===== config.mk =====
export PLATFORM = sky130hd
export DESIGN_NAME = loop_trace_edge
export DESIGN_NICKNAME = d
export VERILOG_FILES = /design/src/rtl/loop_trace_edge.sv
export SDC_FILE = /design/constraint.sdc
export NUM_CORES = 1
export LEC_CHECK = 0
export ABC_AREA = 1
export CORE_UTILIZATION = 41
export DETAILED_ROUTE_END_ITERATION = 16
export PLACE_DENSITY = 0.87
export RECOVER_POWER = 100
export SKIP_CTS_REPAIR_TIMING = 1
export SYNTH_ARGS = -nofsm -noshare
export SYNTH_HDL_FRONTEND = slang
export SYNTH_SLANG_ARGS = --single-unit

===== constraint.sdc =====
create_clock -name clk -period 1.2 [get_ports clk]
set_clock_uncertainty 0.1 [all_clocks]
set_input_delay 0.24 -clock clk [delete_from_list [all_inputs] [get_ports clk]]
set_output_delay 0.24 -clock clk [all_outputs]
set_load 0.01 [all_outputs]

===== src/rtl/loop_trace_edge.sv =====
// Input sampling stage for the loop trace checker.
// Registers act1/act2 once, keeps the previous sample, and reports a
// change strobe per action whenever the two registered samples differ.
// Ports:
//   clk, rst_n            clock, asynchronous active-low reset
//   act1, act2            raw observed action values
//   act1_cur, act2_cur    registered (current) samples
//   act2_prev             sample of act2 one cycle before act2_cur
//   chg1, chg2            change strobes for act1 / act2
module loop_trace_edge (
    input  logic       clk,
    input  logic       rst_n,
    input  logic [7:0] act1,
    input  logic [7:0] act2,
    output logic [7:0] act1_cur,
    output logic [7:0] act2_cur,
    output logic [7:0] act2_prev,
    output logic       chg1,
    output logic       chg2
);

    logic [7:0] act1_q;
    logic [7:0] act1_d;
    logic [7:0] act2_q;
    logic [7:0] act2_d;
    logic [7:0] act1_prev_q;
    logic [7:0] act1_prev_d;
    logic [7:0] act2_prev_q;
    logic [7:0] act2_prev_d;

    // Next-state for the two-deep sample pipeline.
    always_comb begin
        act1_d      = act1;
        act2_d      = act2;
        act1_prev_d = act1_q;
        act2_prev_d = act2_q;
    end

    // Sample pipeline registers; reset clears the remembered trace.
    always_ff @(posedge clk or negedge rst_n) begin
        if (!rst_n) begin
            act1_q      <= 8'd0;
            act2_q      <= 8'd0;
            act1_prev_q <= 8'd0;
            act2_prev_q <= 8'd0;
        end else begin
            act1_q      <= act1_d;
            act2_q      <= act2_d;
            act1_prev_q <= act1_prev_d;
            act2_prev_q <= act2_prev_d;
        end
    end

    assign act1_cur  = act1_q;
    assign act2_cur  = act2_q;
    assign act2_prev = act2_prev_q;
    assign chg1      = (act1_q != act1_prev_q);
    assign chg2      = (act2_q != act2_prev_q);

endmodule


==> results.txt <==
- In this run the worst setup path begins at act2_prev[4].
- Wire length of the first global-routing pass: 3.59 mm
* Detailed-route wire length per cell: 13.7 um
- The initial utilization of the core area, before any placement, comes to 42.9%.
- Highest layer used for signal routing: met4
* Clock Tree Root: clkbuf_4
- The initialized floorplan defines 18 standard-cell rows.
- Summed over all nets, wire length on met3 after detailed routing comes to 160 um.
- Most area-hungry cell type in the Yosys netlist: dfrtp_1
* Number of I/O port buffers: 43
- Adding up every negative setup slack in the final design gives -4.07 ns.
- Internal Pwr Total: 0.00160 W
* Slew of the pin with the lowest slew margin: 0.752 ns
- Async set-reset flop share out of synthesis: 100%
- After detailed placement, the total cell area comes to 0.00171 mm^2.
- The H-tree was split into 2 levels.
* Count of max-cap constraint violations: 0
- The multi-input combinational cells in the finished layout cover a total of 215 um^2.
* Maximum number of pins on one net before global-route repair: 33
- Gate power share: 14.7%
- Maximum root-to-sink buffer count: 2
- Count of final max-slew check failures: 0
- Subtracting the final worst setup slack from the clock period gives 1.67 ns.
* Total length of routed met2 wires: 1.46 mm
- The die is 52.7 um tall.
- Number of inserted filler cells in the final layout: 180
- Worst slew margin relative to its limit: 49.9%
- During I/O placement, the number of pins put on the boundary was 44.
- GR Overflow Total: 0
- Critical Path Sink Type: output pin
* Post-layout worst setup margin: -0.471 ns
- Gpl congestion: 0.644
- Yosys top cell area share: 76.0%
- The share of total power dissipated in the clock network is 29.9%.
- Yosys printed 0 warnings.
* Half-perimeter wire length of the detailed placement result: 1.70 mm
- The floorplan step defined a die boundary enclosing 0.00278 mm^2.
- Along the worst path, the maximum fanout reaches 2.
- The flow ran to the end, but the final reports show violations.
- Yosys attributes the largest share of cell area to dfrtp_1, nand2_1, xnor2_1.
- In the global route stage, overall resource usage came out at 19.7%.
- The pre-antenna-repair detailed-routing pass consisted of 4 iterations.
* Type of the tightest min-delay check: in -> async
- The share of the Yosys chip area taken by registers is 76.0%.
- Fraction of power spent switching nets: 24.4%
- In this run the register-to-register setup slack is 0.19 ns.
- Areal power density over the cells: 1210 mW/mm^2
* Total of endpoints with negative setup slack in the final report: 26
- CTS clock-pin slew for the worst setup and hold paths: 0.10 ns
* Critical R2R Capture: act1_prev_q[2]
- In the final routing, the length of wire on met1 measures 961 um.
* CTS Buf Count: 5
* P_leak: 0.865 nW
* Synth cell types: 5
- Core box area: 0.00245 mm^2
* Syn Nets: 104
- Die X: 52.7 um
* Worst reg2reg path depth: 2
- Antenna violations before repair: 0
- CP Capture Point: chg2
- Most common cell in the synthesized netlist: dfrtp_1
* Ant diodes: 0
- The worst setup path is launched from a flop.
- Commonest register cell after synthesis: dfrtp_1
* Post-synthesis instance area: 0.00105 mm^2
* Via count: 847
- Synthesis produced a netlist whose cell count is 86.
* Area added between synthesis and finish: 65.8%
* DRC errors left: 0
- Drt via density: 4.41
- RSZ-0062 raised after global routing: true
- Worst supply voltage drop on vdd: 1.06 mV
* Share of cells above drive strength 1: 27.2%
- Clk_lat worst skew: 0.32 ns
- Via count of the first global-routing pass: 812
- Routed Antenna Nets: 0
- Critical Setup Path Class: reg -> out
- Net Switching: 0.000517 W
- Non-Filler Cell Area, Final: 0.00175 mm^2
- In this run, the number of DRC markers left after iteration 0 of detailed routing was 7.
* Violated checks: setup timing
* Cell types with the highest counts after synthesis: dfrtp_1, nand2_1, inv_1
- Total wire length after detailed routing: 2.62 mm
* Reg2reg start: act1_cur[2]
- Crit path DAT: 1.33 ns
* Num Clock Sinks: 32
- Required time at the worst-slack endpoint: 0.86 ns
- EDFF count, synth: 0
- The count of final hold-check violations was 0.
- Relative contribution of sequential cells to total power: 55.5%
* Net count, final: 179
- TritonCTS clock tree: done
- Post-route clock period utilization: 139%
- Registers take 801 um^2.
- Maximum clock rate: 0.598 GHz
- Post-synthesis register bit count: 32
- Average instance area after synthesis: 12.3 um^2
## flip-flops by register name, indices dropped and copies added, names as in the netlist
name         flops
act2_cur         8
act1_cur         8
act2_prev        8
act1_prev_q      8
## through the flow
| stage | setup slack [ns] | cells | util (%) | hold WS, ns | power (W) |
|---|---|---|---|---|---|
| after floorplan | 0.0743 | 86 | - | -0.156 | 0.00127 |
| after global placement | -0.358 | 182 | 69.5 | 0.311 | 0.00150 |
| after detailed placement | -0.412 | 182 | 69.5 | 0.321 | 0.00151 |
| after CTS | -0.798 | 190 | 71.9 | 0.162 | 0.00214 |
| after global routing | -0.574 | 192 | 71.2 | 0.339 | 0.00220 |
| final | -0.471 | 192 | 71.2 | 0.329 | 0.00212 |
## worst min path at each step
stage / cells past startpoint / to / start
floorplan: 0 / act1_cur[0] / rst_n
global placement: 0 / act1_prev_q[5] / act1_cur[5]
detailed placement: 0 / act1_prev_q[5] / act1_cur[5]
CTS: 2 / act2_cur[1] / rst_n
global route: 1 / act2_cur[2] / act2[2]
finish: 2 / act2_prev[3] / rst_n
## critical path, stage by stage, from the launching register on
cell	delay [ns]
dfrtp_1	0.41
xnor2_1	0.17
nand2_1	0.08
nor2_1	0.12
nand2_1	0.08
clkbuf_2	0.14
## area by class of cell
class | instances | area share [%]
Sequential cell | 32 | 45.8
Timing Repair Buffer | 68 | 33.7
Multi-Input combinational cell | 42 | 12.3
Clock buffer | 8 | 3.37
Inverter | 12 | 2.58
Tap cell | 30 | 2.15
## kinds of logic after synthesis
group                  Yosys count  synth area share (%)
flip-flops                      32                  76.0
AND/OR/NAND/NOR                 32                  11.4
buffers and inverters           12                  4.28
XOR/XNOR                        10                  8.31
## cell usage in the layout (no fill, tap or decap)
cell | synthesis | layout
xnor2_2 | 0 | 1
clkbuf_2 | 0 | 7
dfrtp_1 | 32 | 32
buf_4 | 0 | 4
xnor2_1 | 10 | 9
nor2_1 | 4 | 4
clkbuf_1 | 0 | 14
clkbuf_8 | 0 | 1
clkbuf_4 | 0 | 6
dlygate4sd3_1 | 0 | 16
nand2_1 | 28 | 28
buf_6 | 0 | 25
inv_1 | 12 | 12
clkdlybuf4s50_1 | 0 | 1
clkdlybuf4s25_1 | 0 | 2
## power by group through the flow
stage	Clock [W]	Combinational (W)	Sequential [W]
2_1_floorplan	0	0.0000598	0.00121
3_3_place_gp	0	0.000311	0.00119
3_5_place_dp	0	0.000320	0.00119
4_1_cts	0.000645	0.000324	0.00117
5_1_grt	0.000686	0.000336	0.00118
6_report	0.000633	0.000310	0.00118
## metal layers
metal  vias to the layer above  track usage, %
met5                         -               0
met4                         0            9.65
met3                         5            10.1
met2                        35            31.4
met1                       406            21.3
li1                        401               -
Power figures use the tool's default switching activity.
